**src/rtl/accum_ctrl_pkg.sv**
```systemverilog
// rtl/accum_ctrl_pkg.sv - shared configuration types for the accumulator sequencer
package accum_ctrl_pkg;

    localparam int SUPER_SYS_COLS = 16;
    localparam int ACC_SLICES     = SUPER_SYS_COLS / 4;

    typedef enum logic [1:0] {
        IDLE,
        ACCUM,
        DRAIN,
        FIN
    } acc_state_e;

    typedef logic [ACC_SLICES-1:0] acc_mask_t;

endpackage

```
**src/rtl/accum_ctrl_slice_mask.sv**
```systemverilog
// rtl/accum_ctrl_slice_mask.sv - active-column count to accumulator slice mask decoder
module acc_slice_mask
    import accum_ctrl_pkg::*;
#(
    parameter int NS = ACC_SLICES
) (
    input  logic [4:0]    n_cols,
    output logic [NS-1:0] mask,
    output logic          cols_ok
);

    // Slice i owns columns 4*i..4*i+3 and is live when any of them is active
    always_comb begin
        mask = '0;
        for (int i = 0; i < NS; i++) begin
            mask[i] = ({27'd0, n_cols} > 32'(4 * i));
        end
        cols_ok = (n_cols != 5'd0) && ({27'd0, n_cols} <= 32'(SUPER_SYS_COLS));
    end

endmodule

```
**src/rtl/accum_ctrl.sv**
```systemverilog
// rtl/accum_ctrl.sv - accumulator bank sequencer, optional ACCUM_CTRL_PERF_EN drain stall counter
module accum_ctrl
    import accum_ctrl_pkg::*;
#(
    parameter int ROWS = 16,
    parameter int K_W  = 8,
    parameter int NS   = ACC_SLICES
) (
    input  logic           clk,
    input  logic           rst,
    input  logic           start,
    input  logic [K_W-1:0] k_tiles,
    input  logic [4:0]     n_cols,
    input  logic           sys_valid,
    input  logic [NS-1:0]  empty,
    input  logic           o_ready,
    output logic [NS-1:0]  true_valid,
    output logic [NS-1:0]  overwrite,
    output logic [NS-1:0]  store,
    output logic [NS-1:0]  rd_en,
    output logic           out_valid,
    output logic           busy,
    output logic           done,
    output logic           err
`ifdef ACCUM_CTRL_PERF_EN
    ,
    output logic [31:0]    stall_cycles
`endif
);

    localparam int            RW    = (ROWS > 1) ? $clog2(ROWS) : 1;
    localparam logic [RW-1:0] RLAST = RW'(ROWS - 1);

    acc_state_e     state, state_nx;
    logic [NS-1:0]  mask;
    logic [NS-1:0]  cmd_mask;
    logic           cmd_ok;
    logic [K_W-1:0] kcnt, kmax;
    logic [RW-1:0]  rcnt, dcnt;
    logic           accept;
    logic           err_nx;

    acc_slice_mask #(.NS(NS)) u_mask (
        .n_cols  (n_cols),
        .mask    (cmd_mask),
        .cols_ok (cmd_ok)
    );

    // Next state, zero-latency slice strobes and protocol error detection
    always_comb begin
        state_nx   = state;
        true_valid = '0;
        overwrite  = '0;
        store      = '0;
        rd_en      = '0;
        accept     = 1'b0;
        err_nx     = 1'b0;
        busy       = (state != IDLE);
        done       = (state == FIN);
        case (state)
            IDLE: begin
                if (start) begin
                    if (cmd_ok) begin
                        accept   = 1'b1;
                        state_nx = ACCUM;
                    end else begin
                        err_nx = 1'b1;
                    end
                end
                if (sys_valid) err_nx = 1'b1;
            end
            ACCUM: begin
                if (sys_valid) begin
                    true_valid = mask;
                    if (kcnt == '0) overwrite = mask;
                    if (kcnt == kmax) store = mask;
                    if (rcnt == RLAST && kcnt == kmax) state_nx = DRAIN;
                end
            end
            DRAIN: begin
                // All active slices pop together or not at all
                if (o_ready && (empty & mask) == '0) begin
                    rd_en = mask;
                    if (dcnt == RLAST) state_nx = FIN;
                end
                if (sys_valid) err_nx = 1'b1;
            end
            FIN: begin
                state_nx = IDLE;
                if (sys_valid) err_nx = 1'b1;
            end
            default: state_nx = IDLE;
        endcase
    end

    // State register plus registered out_valid/err pulses
    always_ff @(posedge clk or posedge rst) begin
        if (rst) begin
            state     <= IDLE;
            out_valid <= 1'b0;
            err       <= 1'b0;
        end else begin
            state     <= state_nx;
            out_valid <= (rd_en != '0);
            err       <= err_nx;
        end
    end

    // Tile command latch and row/K-tile/drain counters
    always_ff @(posedge clk or posedge rst) begin
        if (rst) begin
            mask <= '0;
            kmax <= '0;
            kcnt <= '0;
            rcnt <= '0;
            dcnt <= '0;
        end else begin
            if (accept) begin
                mask <= cmd_mask;
                kmax <= (k_tiles == '0) ? '0 : k_tiles - K_W'(1);
                kcnt <= '0;
                rcnt <= '0;
                dcnt <= '0;
            end else if (state == ACCUM && sys_valid) begin
                if (rcnt == RLAST) begin
                    rcnt <= '0;
                    // kcnt stays at kmax on the final wrap so kmax = all-ones cannot overflow
                    if (kcnt == kmax) dcnt <= '0;
                    else kcnt <= kcnt + K_W'(1);
                end else begin
                    rcnt <= rcnt + RW'(1);
                end
            end else if (state == DRAIN && rd_en != '0) begin
                dcnt <= dcnt + RW'(1);
            end
        end
    end

`ifdef ACCUM_CTRL_PERF_EN
    // Count drain cycles lost to back-pressure or empty slices, saturating
    always_ff @(posedge clk or posedge rst) begin
        if (rst) begin
            stall_cycles <= '0;
        end else if (accept) begin
            stall_cycles <= '0;
        end else if (state == DRAIN && rd_en == '0 && stall_cycles != 32'hFFFF_FFFF) begin
            stall_cycles <= stall_cycles + 32'd1;
        end
    end
`endif

endmodule

```
**config.mk**
```make
export PLATFORM = sky130hd
export DESIGN_NAME = accum_ctrl
export DESIGN_NICKNAME = d
export VERILOG_FILES = /design/src/rtl/accum_ctrl_pkg.sv /design/src/rtl/accum_ctrl_slice_mask.sv /design/src/rtl/accum_ctrl.sv
export SDC_FILE = /design/constraint.sdc
export NUM_CORES = 1
export LEC_CHECK = 0
export BUFFER_PORTS_ARGS = -buffer_cell sky130_fd_sc_hd__buf_2
export CORE_MARGIN = 2
export CORE_UTILIZATION = 59
export DETAILED_ROUTE_END_ITERATION = 6
export GPL_ROUTABILITY_DRIVEN = 0
export PLACE_DENSITY = 0.91
export SYNTH_ARGS = -nofsm -noshare
export SYNTH_HDL_FRONTEND = slang
export SYNTH_SLANG_ARGS = --single-unit
export TNS_END_PERCENT = 100
```
**constraint.sdc**
```tcl
create_clock -name clk -period 3.77 [get_ports clk]
set_clock_uncertainty 0.1 [all_clocks]
set_input_delay 0 -clock clk [delete_from_list [all_inputs] [get_ports clk]]
set_output_delay 0 -clock clk [all_outputs]
set_load 0.02 [all_outputs]
```
==> impl_metrics.py, run 1 <==
metrics = {
    "run_status": {
        "outcome": "finished, final reports clean",
    },
    "cells_and_area": {
        "fill_cells": 239,
        "syn_to_final_growth_pct": 28.0,
        "final_nets": 327,
        "regArea_sq_um": 801,
        "diodes": 0,
        "fin_area_sq_mm": 0.00258,
        "drive_gt1_frac": 0.222,
        "multi_input_area_sq_mm": 0.00113,
        "instances_no_fill": 343,
        "fin_util": 0.780,
    },
    "drt": {
        "drt_wl_total_mm": 4.78,
        "detail_route.wl_per_cell_um": 13.9,
        "viasPerCell": 5.50,
        "drc": 0,
        "drt_iter0_markers": 132,
        "vias": 1885,
        "ant_nets": 0,
        "first_pass_iters": 4,
    },
    "sta": {
        "worst_pin_slew_ns": 0.642,
        "setup_viol": 0,
        "period_share": 0.685,
        "final_max_slew_viol_count": 0,
        "rsz0062_at_grt": "false",
        "fmax_ghz": 0.387,
        "post-route-min-period_ns": 2.58,
        "finalHoldViolCount": 0,
        "setup_tns_ns": 0,
        "hold_ws_ns": 0.00885,
        "timing.slew.headroom": 0.571,
        "fin_ws_ns": 1.19,
    },
    "die": {
        "dieArea_sq_mm": 0.00390,
        "die_x_um": 62.5,
        "pin_count": 42,
        "start_util": 0.609,
        "rows": 21,
        "die_h_um": 62.5,
        "coreArea_sq_mm": 0.00331,
    },
    "cts": {
        "clock_tree.buffer_depth": 2,
        "numCtsBuffers": 5,
        "tritoncts": "built",
        "htreeDepth": 2,
        "insertion_delay_ns": 0.37,
        "cts_sinks": 32,
        "path_clk_slew_ns": 0.11,
        "cts-resized-gates": 0,
        "clockRootBuffer": "clkbuf_4",
    },
    "critical_path": {
        "setup.worst_path.start_class": "input port",
        "crit_fanout": 17,
        "reg2reg_to": "kmax[2]$_DFFE_PP0N_",
        "crit_path_end": "kmax[2]$_DFFE_PP0N_",
        "cp_data_required_time_ns": 3.97,
        "r2r-start": "state[0]$_DFFE_PP0P_",
        "critPathKind": "input port to register",
        "path_cells": "dlygate4sd3_1 -> buf_2 -> nor4_2 -> xnor2_1 -> and3_1 -> o31ai_2 -> o21ai_0 -> dlygate4sd3_1",
        "crit_start": "n_cols[3]",
        "setup.worst_path.end_class": "register",
        "reg2reg_slack_ns": 1.21,
        "reg2regPathDepth": 6,
        "crit_top_cell": "dlygate4sd3_1",
        "cp_slowest_stage_delay_ns": 0.63,
        "slowest_stage": "and3_1",
        "arrival_ns": 2.78,
    },
    "yosys": {
        "syn_inst": 228,
        "syn_area_sq_mm": 0.00202,
        "synth-edff-count": 0,
        "yosys.area.top_type_share": 0.397,
        "ys_seq_area_frac": 0.397,
        "synthArstFlopShare": 1.00,
        "synth_common_cells": "dfrtp_1 (32), nand2_1 (31), nor2_1 (23)",
        "yosys_warnings": 0,
        "avgSynthCellArea_sq_um": 8.85,
        "ys_ff_latch": 32,
        "ys_types": 46,
        "synthTopCellsByArea": "dfrtp_1 (40%), nand2_1 (5.8%), ha_1 (5.6%)",
        "ys.flop_type": "dfrtp_1",
        "synth_nets": 259,
        "synth.most_common_cell": "dfrtp_1",
        "synth_top_cell_by_area": "dfrtp_1",
    },
    "power": {
        "comb_power_share": 0.414,
        "powerDensity_mw_per_mm2": 537,
        "switching_power_mw": 0.543,
        "power.share.clock": 0.193,
        "p_leak_nw": 1.22,
        "power.total_mw": 1.39,
        "swShare": 0.392,
        "p_seq_frac": 0.393,
        "ir_worst_vdd_mv": 0.307,
        "p_int_mw": 0.842,
    },
    "placement": {
        "place_area_sq_mm": 0.00225,
        "hpwl_mm": 3.12,
        "place_ws_ns": 1.76,
        "io_buffers": 41,
        "dp.cells": 310,
    },
    "hold_path": {
        "hold_path_class": "input port to register",
    },
    "global_route": {
        "grt_start_max_net_pins": 33,
        "grt_pass1_wl_mm": 8.14,
        "grt.overflow.total": 0,
        "grt.total_usage": 0.264,
        "antenna_found_initial": 0,
        "grt_pass1_vias": 1766,
    },
    "flow_run": {
        "maxCapViolCount": 0,
    },
}
==> worst min-delay path by stage <==
stage / cells past startpoint / endpoint / start / slack [ns]
final: 4 / mask[3]$_DFFE_PP0N_ / n_cols[2] / 0.009
after global routing: 4 / mask[3]$_DFFE_PP0N_ / n_cols[2] / 0.08
after CTS: 4 / mask[3]$_DFFE_PP0N_ / n_cols[1] / 0.005
after detailed placement: 3 / state[0]$_DFFE_PP0P_ / rst / 0.002
after global placement: 3 / state[1]$_DFFE_PP0P_ / rst / -0.005
after floorplan: 1 / kmax[0]$_DFFE_PP0N_ / k_tiles[0] / 0.009
==> sequential cells by signal, indices dropped and copies added (netlist names) <==
signal,flops
kmax,8
mask,4
kcnt,8
state,2
rcnt,4
out_valid,1
err,1
dcnt,4
==> cells in the final DEF (no fill, tap or decap), drive strengths merged, types with 2 or more instances in the layout <==
cell type     n
clkbuf        5
o21ai        17
or3           3
nor3          7
nand2        31
buf          42
o21a          2
a211oi        2
o31ai         2
nand2b        2
and2          7
nor2         24
nor4          5
xor2          6
and3          5
nor3b         2
dfrtp        32
a21oi        11
nand3         8
o211ai        4
inv          14
xnor2        13
nand4         3
ha            9
dlygate4sd3  25
==> cells by family (layout without fill, tap and decap cells) <==
| family | Yosys count | in the layout | share of synthesized area |
|---|---|---|---|
| multiplexers | 2 | 2 | 0.0124 |
| XOR/XNOR | 19 | 19 | 0.0862 |
| flip-flops | 32 | 32 | 0.397 |
| AND/OR/NAND/NOR | 99 | 99 | 0.247 |
| adder cells (fa/ha/maj) | 9 | 9 | 0.0558 |
| buffers and inverters | 20 | 89 | 0.0440 |
| AO/OA/AOI/OAI | 47 | 47 | 0.158 |
==> power groups by stage <==
stage	registers (mW)	logic (mW)	clock network, mW
final	0.544	0.574	0.267
after global routing	0.558	0.637	0.282
after CTS	0.541	0.564	0.269
after detailed placement	0.548	0.504	0
after global placement	0.543	0.492	0
after floorplan	0.533	0.393	0
==> critical path, delay by kind of cell <==
kind	cells	cell delay [ns]
AO/OA/AOI/OAI	2	0.46
XOR/XNOR	1	0.24
AND/OR/NAND/NOR	2	0.79
buffers and inverters	3	1.28
==> cell type report <==
| class | instances | share of cell area |
|---|---|---|
| clock buffers | 5 | 0.0145 |
| clock inverters | 3 | 0.0165 |
| flip-flops and latches | 32 | 0.310 |
| multi-input cells | 176 | 0.437 |
| repair buffers | 67 | 0.179 |
| well taps | 46 | 0.0223 |
| inverters | 14 | 0.0204 |
==> per-layer routing <==
metal	vias to the layer above	wire, um	share of wire	GRT usage
met1	889	2150	0.45	0.357
met3	8	199	0.042	0.0450
met4	0	89	0.019	0.108
li1	933	-	-	-
met2	55	2340	0.49	0.425
met5	-	0	0	0
==> what timing repair did <==
action	4_1_cts	5_1_grt
hold buffers	25	0
hold endpoints to repair	45	0
buffers inserted	0	0
Note: power is estimated with default switching activity, not from simulation.
==> run 2, diff against run 1 <==
- ABC_AREA: not set -> 1
- CORE_UTILIZATION: 59 -> 55
- PLACE_DENSITY: 0.91 -> 0.85
- clock period: 3.77 -> 2.6 ns (I/O delays scaled with it)
==> impl_metrics.py, run 2 <==
metrics = {
    "run_status": {
        "outcome": "finished, final reports clean",
    },
    "power": {
        "power.total_mw": 2.33,
        "powerDensity_mw_per_mm2": 875,
        "p_leak_nw": 1.41,
        "ir_worst_vdd_mv": 0.548,
    },
    "yosys": {
        "ys_seq_area_frac": 0.363,
        "synth.most_common_cell": "nand2_1",
        "ys.flop_type": "dfrtp_1",
        "synthTopCellsByArea": "dfrtp_1 (36%), nand2_1 (13%), inv_1 (6.1%)",
        "synthArstFlopShare": 1.00,
        "synth_nets": 338,
        "synth-edff-count": 0,
        "yosys_warnings": 0,
        "avgSynthCellArea_sq_um": 7.19,
        "ys_ff_latch": 32,
        "ys_types": 29,
        "synth_common_cells": "nand2_1 (74), inv_1 (36), dfrtp_1 (32)",
        "synth_top_cell_by_area": "dfrtp_1",
        "yosys.area.top_type_share": 0.363,
        "syn_inst": 307,
        "syn_area_sq_mm": 0.00221,
    },
    "drt": {
        "ant_nets": 0,
        "detail_route.wl_per_cell_um": 12.5,
        "drt_wl_total_mm": 5.18,
        "vias": 2161,
        "drt_iter0_markers": 122,
        "viasPerCell": 5.22,
        "drc": 0,
        "first_pass_iters": 4,
    },
    "die": {
        "dieArea_sq_mm": 0.00454,
        "coreArea_sq_mm": 0.00394,
        "die_x_um": 67.4,
        "pin_count": 42,
        "rows": 23,
        "start_util": 0.560,
        "die_h_um": 67.4,
    },
    "placement": {
        "place_area_sq_mm": 0.00246,
        "io_buffers": 41,
        "dp.cells": 394,
        "hpwl_mm": 3.69,
    },
    "global_route": {
        "grt_start_max_net_pins": 33,
        "grt.total_usage": 0.240,
        "antenna_found_initial": 0,
        "grt.overflow.total": 0,
        "grt_pass1_vias": 1916,
        "grt_pass1_wl_mm": 8.22,
    },
    "cells_and_area": {
        "instances_no_fill": 414,
        "syn_to_final_growth_pct": 20.7,
        "regArea_sq_um": 801,
        "drive_gt1_frac": 0.234,
        "mostFrequentLayoutCells": "nand2_1 (74), buf_2 (41), inv_1 (36), dfrtp_1 (32), nor2_1 (27)",
        "multi_input_area_sq_mm": 0.00119,
        "final_common_cell": "nand2_1",
        "fin_area_sq_mm": 0.00267,
        "final_nets": 394,
        "reg_top3": "kcnt x8, kmax x8",
        "diodes": 0,
        "fill_cells": 318,
    },
    "sta": {
        "finalHoldViolCount": 0,
        "post-route-min-period_ns": 2.32,
        "period_share": 0.891,
        "rsz0062_at_grt": "false",
        "worst_pin_slew_ns": 0.420,
        "setup_viol": 0,
        "timing.slew.headroom": 0.720,
        "setup_tns_ns": 0,
        "fmax_ghz": 0.432,
        "final_max_slew_viol_count": 0,
        "hold_ws_ns": 0.0360,
    },
    "critical_path": {
        "arrival_ns": 2.44,
        "critPathKind": "register to register",
        "setup.worst_path.start_class": "register",
        "cp_data_required_time_ns": 2.73,
        "crit_fanout": 19,
        "setup.worst_path.end_class": "register",
        "reg2reg_slack_ns": 0.28,
    },
    "cts": {
        "cts_setup_buffers": 0,
        "htreeDepth": 2,
        "tritoncts": "built",
        "postCtsHoldBufs": 12,
        "numCtsBuffers": 5,
        "cts_sinks": 32,
        "cts-resized-gates": 0,
        "clockRootBuffer": "clkbuf_8",
        "path_clk_slew_ns": 0.07,
        "clock_tree.buffer_depth": 2,
        "insertion_delay_ns": 0.29,
    },
    "flow_run": {
        "maxCapViolCount": 0,
    },
    "hold_path": {
        "hold_path_class": "input port to register",
    },
}
## run 2: through the flow
stage / worst slack [ns] / utilization
finish: 0.284 / 0.676
global route: 0.136 / 0.676
CTS: 0.335 / 0.676
detailed placement: 0.702 / 0.623
global placement: 0.786 / 0.623
floorplan: 0.957 / -
## run 2: cells by family after synthesis
family,Yosys count,share of synthesized area
xor gates and xnor gates,11,0.0436
and+or+nand+nor,170,0.361
DFF,32,0.363
AOI/OAI and AO/OA,31,0.0816
adders and majority gates,9,0.0510
buffers and inverters,54,0.100
## run 2: worst max-delay path, stage by stage, from the launching register on
cell and delay, ns:
dfrtp_1 0.41, inv_1 0.09, ha_1 0.23, inv_1 0.11, nor2_4 0.28, buf_4 0.28, nor2_1 0.06, a31oi_1 0.13
dlygate4sd3_1 0.56
## run 2: layout make-up
class,count,share of cell area
Timing Repair Buffer,56,0.130
Clock buffer,8,0.0338
Inverter,47,0.0671
Multi-Input combinational cell,221,0.445
Tap cell,50,0.0235
Sequential cell,32,0.300
## run 2: power breakdown
group / total [mW] / internal [mW] / switching (mW)
clock: 0.396 / 0.216 / 0.181
combinational: 1.09 / 0.399 / 0.693
sequential: 0.846 / 0.678 / 0.168
## run 2: path summary, 6_finish.rpt
| check | start | cells after the start | endpoint |
|---|---|---|---|
| min in group asynchronous | rst | 4 | dcnt[2]$_DFFE_PP0P_ |
| hold reg to reg | rcnt[0]$_DFFE_PP0P_ | 1 | rcnt[0]$_DFFE_PP0P_ |
| hold / removal | k_tiles[4] | 4 | kmax[4]$_DFFE_PP0N_ |
| setup / recovery | state[0]$_DFFE_PP0P_ | 8 | mask[1]$_DFFE_PP0N_ |
| max in group asynchronous | rst | 4 | kmax[6]$_DFFE_PP0N_ |
| setup reg to reg | state[0]$_DFFE_PP0P_ | 8 | mask[1]$_DFFE_PP0N_ |
## run 2: routing by layer
metal  vias to the layer above  GRT usage  share of wire
li1                       1096          -              -
met1                      1015      0.323           0.46
met2                        41      0.384           0.49
met3                         9     0.0400          0.034
met4                         0     0.0969          0.015
met5                         -          0              0
